File: config.mk
export PLATFORM = sky130hd
export DESIGN_NAME = neopixel_top
export DESIGN_NICKNAME = d
export VERILOG_FILES = /design/src/rtl/neopixel_top.sv
export SDC_FILE = /design/constraint.sdc
export NUM_CORES = 1
export LEC_CHECK = 0
export CORE_ASPECT_RATIO = 0.7
export CORE_MARGIN = 3
export CORE_UTILIZATION = 55
export DETAILED_ROUTE_END_ITERATION = 10
export PLACE_DENSITY = 0.78
export SETUP_SLACK_MARGIN = 0.15
export SYNTH_ARGS = -nofsm -noshare
export SYNTH_HDL_FRONTEND = slang
export SYNTH_SLANG_ARGS = --single-unit
File: constraint.sdc
create_clock -name clock_125m -period 2.95 [get_ports clock_125m]
set_input_delay 0.59 -clock clock_125m [delete_from_list [all_inputs] [get_ports clock_125m]]
set_output_delay 0.59 -clock clock_125m [all_outputs]
set_load 0.02 [all_outputs]
File: src/rtl/neopixel_top.sv
// NeoPixel demo top: single-pixel chaser animation serialised as a WS2812 stream,
// plus a heartbeat LED. One clock domain, async active-low reset.
module neopixel_top #(
  parameter int C_SIM_MODE     = 0,
  parameter int C_CONTROL_RATE = 8000,
  parameter int C_PIXEL_COUNT  = 12
) (
  input  logic clock_125m,
  input  logic reset_125m,
  output logic neopixel_drive1,
  output logic leds
);

  localparam int BIT_PERIOD = 156;
  localparam int T1_HIGH    = 100;
  localparam int T0_HIGH    = 50;
  localparam int LATCH_CLKS = (C_SIM_MODE != 0) ? 400 : 10000;
  localparam int HB_DIV     = (C_SIM_MODE != 0) ? 1024 : 62_500_000;

  localparam int TICK_W  = (C_CONTROL_RATE > 1) ? $clog2(C_CONTROL_RATE) : 1;
  localparam int PIX_W   = $clog2(C_PIXEL_COUNT + 1);
  localparam int BCNT_W  = $clog2(BIT_PERIOD);
  localparam int LATCH_W = $clog2(LATCH_CLKS);
  localparam int HB_W    = $clog2(HB_DIV);

  typedef enum logic [1:0] {
    COL_RED   = 2'd0,
    COL_GREEN = 2'd1,
    COL_BLUE  = 2'd2
  } colour_e;

  typedef enum logic [1:0] {
    ST_IDLE  = 2'd0,
    ST_LOAD  = 2'd1,
    ST_SEND  = 2'd2,
    ST_LATCH = 2'd3
  } state_e;

  // GRB-ordered 24-bit word for the lit pixel
  function automatic logic [23:0] colour_word(input colour_e c);
    logic [23:0] w;
    case (c)
      COL_RED:   w = 24'h00_20_00;
      COL_GREEN: w = 24'h20_00_00;
      COL_BLUE:  w = 24'h00_00_20;
      default:   w = 24'h00_00_00;
    endcase
    return w;
  endfunction

  function automatic colour_e colour_next(input colour_e c);
    colour_e n;
    case (c)
      COL_RED:   n = COL_GREEN;
      COL_GREEN: n = COL_BLUE;
      COL_BLUE:  n = COL_RED;
      default:   n = COL_RED;
    endcase
    return n;
  endfunction

  // ---------------- animation tick ----------------
  logic [TICK_W-1:0] tick_cnt_q, tick_cnt_d;
  logic              tick_q, tick_d;

  // tick counter next state
  always_comb begin
    tick_cnt_d = tick_cnt_q;
    tick_d     = 1'b0;
    if (tick_cnt_q == TICK_W'(C_CONTROL_RATE - 1)) begin
      tick_cnt_d = '0;
      tick_d     = 1'b1;
    end else begin
      tick_cnt_d = tick_cnt_q + TICK_W'(1);
      tick_d     = 1'b0;
    end
  end

  // tick counter registers
  always_ff @(posedge clock_125m or negedge reset_125m) begin
    if (!reset_125m) begin
      tick_cnt_q <= '0;
      tick_q     <= 1'b0;
    end else begin
      tick_cnt_q <= tick_cnt_d;
      tick_q     <= tick_d;
    end
  end

  // ---------------- chaser pattern ----------------
  logic [PIX_W-1:0] pos_q, pos_d;
  colour_e          colour_q, colour_d;

  // pattern next state: advance position, colour steps when position wraps
  always_comb begin
    pos_d    = pos_q;
    colour_d = colour_q;
    if (tick_q) begin
      if (pos_q == PIX_W'(C_PIXEL_COUNT - 1)) begin
        pos_d    = '0;
        colour_d = colour_next(colour_q);
      end else begin
        pos_d    = pos_q + PIX_W'(1);
        colour_d = colour_q;
      end
    end else begin
      pos_d    = pos_q;
      colour_d = colour_q;
    end
  end

  // pattern registers
  always_ff @(posedge clock_125m or negedge reset_125m) begin
    if (!reset_125m) begin
      pos_q    <= '0;
      colour_q <= COL_RED;
    end else begin
      pos_q    <= pos_d;
      colour_q <= colour_d;
    end
  end

  // ---------------- serialiser FSM ----------------
  state_e             state_q, state_d;
  logic [PIX_W-1:0]   pix_idx_q, pix_idx_d;
  logic [4:0]         bit_idx_q, bit_idx_d;
  logic [BCNT_W-1:0]  bit_cnt_q, bit_cnt_d;
  logic [LATCH_W-1:0] latch_cnt_q, latch_cnt_d;
  logic [PIX_W-1:0]   snap_pos_q, snap_pos_d;
  colour_e            snap_col_q, snap_col_d;
  logic               line_q, line_d;
  logic [23:0]        cur_word_s;
  logic               cur_bit_s;
  logic [BCNT_W-1:0]  high_len_s;

  // FSM next state; the line level is computed for the current bit slot and registered
  always_comb begin
    state_d     = state_q;
    pix_idx_d   = pix_idx_q;
    bit_idx_d   = bit_idx_q;
    bit_cnt_d   = bit_cnt_q;
    latch_cnt_d = latch_cnt_q;
    snap_pos_d  = snap_pos_q;
    snap_col_d  = snap_col_q;
    line_d      = 1'b0;
    cur_word_s  = (pix_idx_q == snap_pos_q) ? colour_word(snap_col_q) : 24'h00_00_00;
    cur_bit_s   = cur_word_s[bit_idx_q];
    high_len_s  = cur_bit_s ? BCNT_W'(T1_HIGH) : BCNT_W'(T0_HIGH);
    case (state_q)
      ST_IDLE: begin
        state_d = ST_LOAD;
      end
      ST_LOAD: begin
        snap_pos_d = pos_q;
        snap_col_d = colour_q;
        pix_idx_d  = '0;
        bit_idx_d  = 5'd23;
        bit_cnt_d  = '0;
        state_d    = ST_SEND;
      end
      ST_SEND: begin
        line_d = (bit_cnt_q < high_len_s);
        if (bit_cnt_q == BCNT_W'(BIT_PERIOD - 1)) begin
          bit_cnt_d = '0;
          if (bit_idx_q == 5'd0) begin
            bit_idx_d = 5'd23;
            if (pix_idx_q == PIX_W'(C_PIXEL_COUNT - 1)) begin
              pix_idx_d   = '0;
              latch_cnt_d = '0;
              state_d     = ST_LATCH;
            end else begin
              pix_idx_d = pix_idx_q + PIX_W'(1);
            end
          end else begin
            bit_idx_d = bit_idx_q - 5'd1;
          end
        end else begin
          bit_cnt_d = bit_cnt_q + BCNT_W'(1);
        end
      end
      ST_LATCH: begin
        // LOAD supplies the final low clock of the latch gap
        if (latch_cnt_q == LATCH_W'(LATCH_CLKS - 2)) begin
          state_d = ST_LOAD;
        end else begin
          latch_cnt_d = latch_cnt_q + LATCH_W'(1);
        end
      end
      default: begin
        state_d = ST_IDLE;
      end
    endcase
  end

  // FSM and line registers
  always_ff @(posedge clock_125m or negedge reset_125m) begin
    if (!reset_125m) begin
      state_q     <= ST_IDLE;
      pix_idx_q   <= '0;
      bit_idx_q   <= 5'd0;
      bit_cnt_q   <= '0;
      latch_cnt_q <= '0;
      snap_pos_q  <= '0;
      snap_col_q  <= COL_RED;
      line_q      <= 1'b0;
    end else begin
      state_q     <= state_d;
      pix_idx_q   <= pix_idx_d;
      bit_idx_q   <= bit_idx_d;
      bit_cnt_q   <= bit_cnt_d;
      latch_cnt_q <= latch_cnt_d;
      snap_pos_q  <= snap_pos_d;
      snap_col_q  <= snap_col_d;
      line_q      <= line_d;
    end
  end

  // ---------------- heartbeat ----------------
  logic [HB_W-1:0] hb_cnt_q, hb_cnt_d;
  logic            leds_q, leds_d;

  // heartbeat divider next state
  always_comb begin
    hb_cnt_d = hb_cnt_q;
    leds_d   = leds_q;
    if (hb_cnt_q == HB_W'(HB_DIV - 1)) begin
      hb_cnt_d = '0;
      leds_d   = ~leds_q;
    end else begin
      hb_cnt_d = hb_cnt_q + HB_W'(1);
      leds_d   = leds_q;
    end
  end

  // heartbeat registers
  always_ff @(posedge clock_125m or negedge reset_125m) begin
    if (!reset_125m) begin
      hb_cnt_q <= '0;
      leds_q   <= 1'b0;
    end else begin
      hb_cnt_q <= hb_cnt_d;
      leds_q   <= leds_d;
    end
  end

  assign neopixel_drive1 = line_q;
  assign leds            = leds_q;

endmodule

==> flow_summary.yaml <==
setup_path:
  critical_path_required_ns: 3.23
  ff2ff_path_depth: 8
  r2r-start: "bit_idx_q[0]"
  worstSetupPathType: "reg -> reg"
  worstPathArrival_ns: 2.73
  start_kind: "flip-flop"
  cp_max_fo: 11
  ff2ff_setup_slack_ns: 0.50
  reg2reg_to: "latch_cnt_q[12]"
  worstSetupEndpointType: "flip-flop"
power:
  p_leak_nw: 2.28
  p_total_mw: 2.48
  peakVddDrop_uv: 523
  powerDensity_nw_per_um2: 501
sta:
  maxSlewViolCount: 0
  rsz0062_at_grt: "no"
  fmax_mhz: 409
  setup_tns_ns: 0
  post-route-min-period_ns: 2.45
  max_slew_margin: 0.486
  whs_ns: 0.259
  skew_ns: 0.00741
  setup_viol: 0
  worstMarginPinSlew_ns: 0.765
  hold_violations: 0
  finalCritPeriodShare: 0.829
floorplanning:
  core_area_um2: 7550
  die_y_um: 81.1
  die_w_um: 113
  ios: 4
  start_util: 0.588
  rows: 26
  die_area_um2: 9200
finish:
  fill_cells: 598
  final_util: 0.656
  stdcell_area_um2: 4950
  num_antenna_cells: 0
  area_delta_synth_final_pct: 11.5
  layout-drive-gt1-share: 0.0799
  final_nets: 474
grt:
  use_met2: 0.316
  top_usage_layer: "met2"
  grtUsageMet3: 0.0663
  grt_pass1_wl_mm: 15.4
  track_usage: 0.215
  grt_max_degree: 49
  overflow: 0
  antenna_found_initial: 0
  use_met1: 0.305
  grt_pass1_vias: 3258
yosys:
  syn_nets: 462
  ys_top_cells_by_area: "dfrtp_1 (49%), xor2_1 (5.5%), nand3_1 (4.5%)"
  yosysWarnings: 0
  synth-xor-area-share: 0.0829
  synth-seq-cells: 87
  synth_flop_cell: "dfrtp_1"
  synth_top_area_share: 0.491
  yosys-top-cells-count: "dfrtp_1 (87), nor2_1 (42), nand2_1 (40), nand3_1 (40), xor2_1 (28)"
  synth_edf_count: 0
  synthesis.instances: 446
  ys_async_sr_fraction: 1.00
  synth_area_per_cell_um2: 9.95
  yosysMostFrequentCell: "dfrtp_1"
  synth_compound_area_frac: 0.0902
  synth_top_family_by_area: "simple AND/OR/NAND/NOR gates"
  synth_fa_ha_area_frac: 0.0395
  synth.area.mux_share: 0.0245
  synth_seq_area_share: 0.491
  synth.distinct_cells: 49
  yosys.area_share.simple: 0.252
  syn_area_um2: 4440
  synth_top_cell_by_area: "dfrtp_1"
clocking:
  clk_pin_slew_worst_paths_ns: 0.07
  cts_buffers: 9
  post_cts_buffers: 0
  root_buffer: "clkbuf_16"
  cts_htree_levels: 3
  postCtsHoldBufs: 0
  post_cts_resized: 0
  cts_tree: "yes"
  worstSkewPairLatency_ns: 0.35
  cts.sinks: 87
  cts.path.max_buffers: 2
routing:
  vias: 3287
  wl_mm: 8.72
  first_pass_iters: 4
  ant_nets: 0
  wl_per_cell_um: 15.5
  drt-initial-drc-count: 167
  drc: 0
  via_per_inst: 5.86
placement:
  placed_area_um2: 4620
  portBuffers: 3
  place_congestion: 0.864
  dpl.hpwl_mm: 5.96
status:
  status: "complete, no violations"
run:
  maxCapViolCount: 0
hold_path:
  min_path_type: "in -> async"
## cell usage in the layout, fill, tap and decap left out, types with 3 or more instances in the layout
cell,n
nor4b_1,3
a21oi_1,4
mux2_2,7
nand2b_1,3
dfrtp_1,87
xnor2_1,14
and4_1,3
o21ai_0,27
nand3b_1,4
nand3_1,40
nor3b_1,4
nor4_1,5
nand4_1,15
or4_1,3
o211ai_1,3
and3_1,15
xor2_1,28
or3_1,3
ha_1,14
clkbuf_16,9
mux2i_1,3
a22o_1,4
nor2_1,42
inv_1,15
a21o_1,7
o31ai_1,3
buf_4,7
nor3_1,13
nor2b_1,5
nand2_1,40
## metrics by stage
stage	worst slack, ns	cells
final	0.503	561
after global routing	0.285	561
after CTS	0.515	561
after detailed placement	0.532	545
after global placement	0.607	545
after floorplan	0.701	446
## worst max-delay path: stages, from the launching register on
cell and delay [ns]:
dfrtp_1 0.43, inv_1 0.08, ha_1 0.20, or4b_4 0.50
o41ai_4 0.37, buf_4 0.24, nand2_1 0.09, or3_1 0.32
a21oi_1 0.14
## kinds of logic after synthesis
family	count (synthesis)
AOI/OAI and AO/OA	58
xor gates and xnor gates	42
muxes	10
DFF	87
buffers and inverters	24
adders and majority gates	14
and+or+nand+nor	211
## report_power, final
group | switching, mW | internal, mW | total [mW]
Clock | 0.505 | 0.753 | 1.26
Combinational | 0.0230 | 0.00355 | 0.0265
Sequential | 0 | 1.19 | 1.19
Total | 0.528 | 1.95 | 2.48
## area by class of cell
class                   instances  area (um2)  share of cell area
clock inverters                 7         105              0.0212
inverters                      15        56.3              0.0114
repair buffers                 10        92.6              0.0187
clock buffers                   9         225              0.0455
multi-input cells             335        2170               0.438
well taps                      98         123              0.0248
flip-flops and latches         87        2180               0.440
## state kept, by name (all words and copies together), names as in the netlist, 2 cells and up
register,count
colour_q,2
hb_cnt_q,26
snap_pos_q,4
pix_idx_q,4
tick_cnt_q,13
bit_idx_q,5
bit_cnt_q,8
state_q,2
latch_cnt_q,14
snap_col_q,2
pos_q,4
## worst max-delay path by stage
stage | start | to | slack [ns] | cells after the start
6_report | bit_idx_q[0] | latch_cnt_q[12] | 0.50 | 8
5_1_grt | bit_cnt_q[1] | pix_idx_q[3] | 0.29 | 5
4_1_cts | bit_idx_q[0] | latch_cnt_q[12] | 0.51 | 8
3_5_place_dp | bit_idx_q[0] | latch_cnt_q[12] | 0.53 | 8
3_3_place_gp | bit_idx_q[0] | latch_cnt_q[12] | 0.61 | 8
2_1_floorplan | bit_idx_q[0] | latch_cnt_q[3] | 0.70 | 7
## routing by layer
layer | vias to the layer above | part of all wire
li1 | 1619 | -
met1 | 1605 | 0.52
met2 | 50 | 0.43
met3 | 13 | 0.040
met4 | 0 | 0.014
met5 | - | 0
Power figures use the tool's default switching activity.
==> patch 1: new RTL, same flow settings <==
Re-encode `state_e` (4 states) as Gray code, 2 bits wide.
--- a/src/rtl/neopixel_top.sv
+++ b/src/rtl/neopixel_top.sv
@@ -30,10 +30,10 @@
   } colour_e;
 
   typedef enum logic [1:0] {
-    ST_IDLE  = 2'd0,
-    ST_LOAD  = 2'd1,
-    ST_SEND  = 2'd2,
-    ST_LATCH = 2'd3
+    ST_IDLE  = 2'b00,
+    ST_LOAD  = 2'b01,
+    ST_SEND  = 2'b11,
+    ST_LATCH = 2'b10
   } state_e;
 
   // GRB-ordered 24-bit word for the lit pixel
Behaviour: same outputs for any inputs over 10 cycles, from zero or initial values and one cycle with reset_125m low; not proved beyond that.
==> patch 1 against the original RTL <==
Sequential cell count is the same. Highest routed layer unchanged. Total power shrank 5.1%. Routed wire length grew 6.6%. Sequential share of layout area shrank 1.6 points. Final area grew 3.7%. Via count grew 12%. Synthesized area grew 7.1%. Sequential power is essentially flat. Worst setup slack lost 0.11 ns.
==> patch 1: results (changes against the original RTL) <==
metric;value;unit;change
status;finished, final reports clean;;
largest net degree at the start of global routing;48;;-2.0%
routed vias;3668;;+12%
r2r startpoint;bit_idx_q[3]$_DFFE_PN0P_;;
R2R setup slack;0.39;ns;-0.11 ns
post-synthesis mux area share;4.16;%;+1.7 points
worst r2r dst;neopixel_drive1$_DFF_PN0_;;
syn_nets;490;;+6.1%
worst skew pair latency;0.34;ns;
post-CTS setup buffer count;0;;unchanged
first-pass GRT wire length;16400;µm;+6.1%
DP HPWL;6390;µm;+7.3%
Async SR Flop Fraction;100;%;unchanged
Least-Margin Pin Slew;0.642;ns;-0.123 ns
worst min-delay path category;input port to async pin;;
final clock skew;0.00640;ns;-0.00100 ns
synth unique cells;60;;+22%
Post-CTS Resized;0;;unchanged
Top Registers;hb_cnt_q x26, latch_cnt_q x14, tick_cnt_q x13;;
Root Driver;clkbuf_16;;
vias in the first global route;3463;;+6.3%
leakage power;0.00225;µW;-1.1%
Multi-input gate area;2390;µm²;+10%
share of cells above drive strength 1;8.35;%;+0.36 points
compound-cell area share of the yosys netlist;14.4;%;+5.4 points
number of DRC violations after detailed-routing iteration 0;324;;+94%
total track usage;20.8;%;-0.69 points
antenna violations before repair;0;;unchanged
sequential area share after synthesis;45.8;%;-3.2 points
Commonest cells post-synth;87 x dfrtp_1, 38 x nand2_1, 38 x o21ai_0;;
final hold slack;0.255;ns;-0.00316 ns
FILL cells;660;;+10%
adder-cell share of the synthesized area;2.90;%;-1.1 points
post-synthesis xor/xnor area fraction;4.79;%;-3.5 points
Fmax achieved;391;MHz;-4.4%
First-pass DRT Iterations;4;;unchanged
VDD IR max;0.280;mV;-46%
drt wl/cell;16.0;µm;+3.1%
Worst EP arrival;2.83;ns;+0.10 ns
largest fanout on the critical path;8;;-3
htree depth;3;;unchanged
gp weighted congestion;0.947;;+9.6%
Synth area leaders;dfrtp_1 46%, o21ai_0 4.0%, nand2_1 3.0%;;
Ant. Diodes;0;;unchanged
R2R cell count;9;;+1
clock tree buffer depth;2;;unchanged
port bufs;3;;unchanged
TritonCTS Buffers;9;;unchanged
Yosys warnings;0;;unchanged
Clk pin slew, worst setup/hold paths;0.06;ns;
patch 1: changes by cell type after synthesis, moves of 10 or more:
cell,before,now
nor2_1,42,18
a21oi_1,4,22
nand3_1,40,27
xor2_1,28,15
o21ai_0,27,38
mux2i_1,3,13
patch 1: worst max-delay path, stage by stage (launching register included):
cell,delay (ns)
dfrtp_1,0.47
nor4b_1,0.34
nor3_1,0.07
and3b_1,0.24
inv_1,0.08
ha_1,0.18
nor4bb_1,0.37
nor4b_1,0.45
a22o_1,0.20
a31o_2,0.09
patch 1: kinds of logic after synthesis:
| family | Yosys count |
|---|---|
| buf+inv | 38 |
| compound gates | 105 |
| mux | 19 |
| flops | 87 |
| xor+xnor | 26 |
| simple gates | 191 |
| fa+ha+maj | 11 |
patch 1: per-layer routing:
metal,track usage (%),share of wire [%],vias up
met5,0,0,-
met4,8.65,1.8,0
met3,5.65,5.5,15
met2,27.8,43,95
met1,31.5,50,1796
li1,-,-,1762
patch 1: worst max-delay path by stage:
| stage | start | to | depth (start not counted) |
|---|---|---|---|
| 6_report | bit_idx_q[3]$_DFFE_PN0P_ | neopixel_drive1$_DFF_PN0_ | 9 |
| 3_3_place_gp | bit_idx_q[4]$_DFFE_PN0P_ | neopixel_drive1$_DFF_PN0_ | 9 |
| 3_5_place_dp | bit_idx_q[3]$_DFFE_PN0P_ | neopixel_drive1$_DFF_PN0_ | 9 |
| 4_1_cts | bit_idx_q[3]$_DFFE_PN0P_ | neopixel_drive1$_DFF_PN0_ | 9 |
| 5_1_grt | bit_cnt_q[1]$_DFFE_PN0P_ | latch_cnt_q[5]$_DFFE_PN0P_ | 5 |
| 2_1_floorplan | bit_idx_q[4]$_DFFE_PN0P_ | neopixel_drive1$_DFF_PN0_ | 9 |
patch 1: layout make-up:
cell class,count,area share (%)
multi-input combinational,352,46.7
sequential,87,42.4
clock buffer,11,4.93
tap,101,2.46
inverter,19,1.39
timing repair buffer,6,1.22
clock inverter,4,0.878
patch 1: through the flow:
step                      utilization [%]  area [µm²]  std cells  setup WS, ns
after floorplan                         -        4750        477         0.772
after global placement               59.6        4830        565         0.642
after detailed placement             59.6        4830        565         0.431
after CTS                            63.3        5130        580         0.401
after global routing                 63.3        5130        580         0.306
final                                63.3        5130        580         0.391
patch 1: where the power goes:
part	internal (µW)	leakage, µW	switching (µW)
sequential	1190	0.00113	0
combinational	3.54	0.000974	22.4
clock	693	0.000151	438
total	1890	0.00225	461
==> patch 2: new RTL, same flow settings <==
Made on the original files. Change the parameter `C_PIXEL_COUNT` from 12 to 24.
--- a/src/rtl/neopixel_top.sv
+++ b/src/rtl/neopixel_top.sv
@@ -3,7 +3,7 @@
 module neopixel_top #(
   parameter int C_SIM_MODE     = 0,
   parameter int C_CONTROL_RATE = 8000,
-  parameter int C_PIXEL_COUNT  = 12
+  parameter int C_PIXEL_COUNT  = 24
 ) (
   input  logic clock_125m,
   input  logic reset_125m,
Behaviour: same outputs for any inputs over 10 cycles, from zero or initial values and one cycle with reset_125m low; that may be too few to reach the edited logic, so the function may still have changed.
==> patch 2 against the original RTL <==
Total power fell by 2.5%. Worst hold slack improved by 0.013 ns. Non-clock buffer count did not move. Synthesized area rose by 4.6%. Routed wire length rose by 3.5%. Final area rose by 3.2%. Sequential cell count rose by 3. Global-route usage fell by 1.4 points. Die area rose by 4.3%. Sequential share of layout area rose by 0.090 points. Clock skew fell by 0.0028 ns. Worst setup slack got worse by 0.074 ns. Via count rose by 2.3%. Critical path type unchanged. Critical endpoint is now latch_cnt_q[11]$_DFFE_PN0P_. Largest cell class is now multi-input gates. Largest power group is now sequential cells.
==> patch 2: results (changes against the original RTL) <==
metric;value;unit;change
largest net degree at the start of global routing;48;;-2.0%
synth unique cells;56;;+14%
Synth area leaders;dfrtp_1 49%, xnor2_1 4.7%, xor2_1 4.5%;;
grt met3 use;5.54;%;-1.1 points
Commonest cells post-synth;90 x dfrtp_1, 45 x nor2_1, 42 x nand2_1;;
leakage power;0.00230;µW;+1.2%
syn_nets;477;;+3.2%
drt drc;0;;unchanged
placed instance area;4800;µm²;+4.0%
FILL cells;656;;+9.7%
post-synth top area share;48.5;%;-0.53 points
first-pass GRT wire length;15600;µm;+1.2%
R2R cell count;7;;-1
total track usage;20.1;%;-1.4 points
gp weighted congestion;0.925;;+7.0%
share of cells above drive strength 1;9.30;%;+1.3 points
M2 GR Usage;31.4;%;-0.24 points
Max-slew headroom;40.6;%;-8.1 points
Main synth FF type;dfrtp_1;;
First-pass DRT Iterations;5;;+1
grt met1 use;28.1;%;-2.4 points
port bufs;3;;unchanged
Yosys warnings;0;;unchanged
Post-CTS Resized;0;;unchanged
drt wl/cell;15.7;µm;+1.2%
Pint;1900;µW;-2.6%
number of DRC violations after detailed-routing iteration 0;315;;+89%
DP HPWL;6260;µm;+5.1%
Clk pin slew, worst setup/hold paths;0.07;ns;about the same
largest fanout on the critical path;4;;-7
status;finished, final reports clean;;
routed vias/inst;5.86;;about the same
[patch 2: critical path, cell delays in order, from the launching register on]
cell and delay [ns]:
dfrtp_1 0.42, inv_1 0.11, ha_1 0.16, or4bb_1 0.46
nor4_1 0.65, nor3b_2 0.15, nand4_1 0.14, mux2_1 0.32
[patch 2: final timing paths]
check                                                start                           to  slack [ns]
worst max-delay path            latch_cnt_q[0]$_DFFE_PN0P_  latch_cnt_q[11]$_DFFE_PN0P_        0.43
worst min-delay path                            reset_125m     bit_cnt_q[3]$_DFFE_PN0N_        0.27
worst max register to register  latch_cnt_q[0]$_DFFE_PN0P_  latch_cnt_q[11]$_DFFE_PN0P_        0.43
worst min register to register            leds$_DFFE_PN0N_             leds$_DFFE_PN0N_        0.48
max in group asynchronous                       reset_125m     pix_idx_q[2]$_DFFE_PN0P_        2.04
min in group clock_125m                   leds$_DFFE_PN0N_             leds$_DFFE_PN0N_        0.48
[patch 2: logic make-up after synthesis]
logic type                 synth area share [%]
buffers and inverters                      2.48
adders and majority gates                  3.78
and+or+nand+nor                            24.6
xor gates and xnor gates                   9.25
muxes                                      3.72
DFF                                        48.5
AOI/OAI and AO/OA                          7.66
[patch 2: layout make-up]
class	instances	share of cell area, %
clock buffer	9	4.41
inverter	16	1.18
timing repair buffer	10	1.81
clock inverter	7	1.54
multi-input combinational	341	44.5
sequential	90	44.1
tap	101	2.47
[patch 2: per-stage QoR]
stage | utilization (%) | setup WS, ns | hold slack (ns) | cells
floorplan | - | 0.650 | 0.294 | 461
global placement | 59.7 | 0.619 | 0.457 | 558
detailed placement | 59.7 | 0.488 | 0.461 | 558
CTS | 63.5 | 0.453 | 0.282 | 574
global route | 63.5 | 0.227 | 0.301 | 574
finish | 63.5 | 0.429 | 0.271 | 574
[patch 2: power groups by stage]
stage / Combinational [µW] / Clock, µW / Sequential [µW]
global route: 32.2 / 1230 / 1230
finish: 26.9 / 1160 / 1230
detailed placement: 29.2 / 0 / 1260
floorplan: 0.000963 / 0 / 1260
global placement: 28.7 / 0 / 1260
CTS: 29.0 / 1180 / 1230
[patch 2: routing by layer]
layer  part of all wire (%)  vias to the layer above
met5                      0                        -
met1                     48                     1662
met3                    2.9                       12
li1                       -                     1649
met2                     47                       40
met4                    1.2                        0
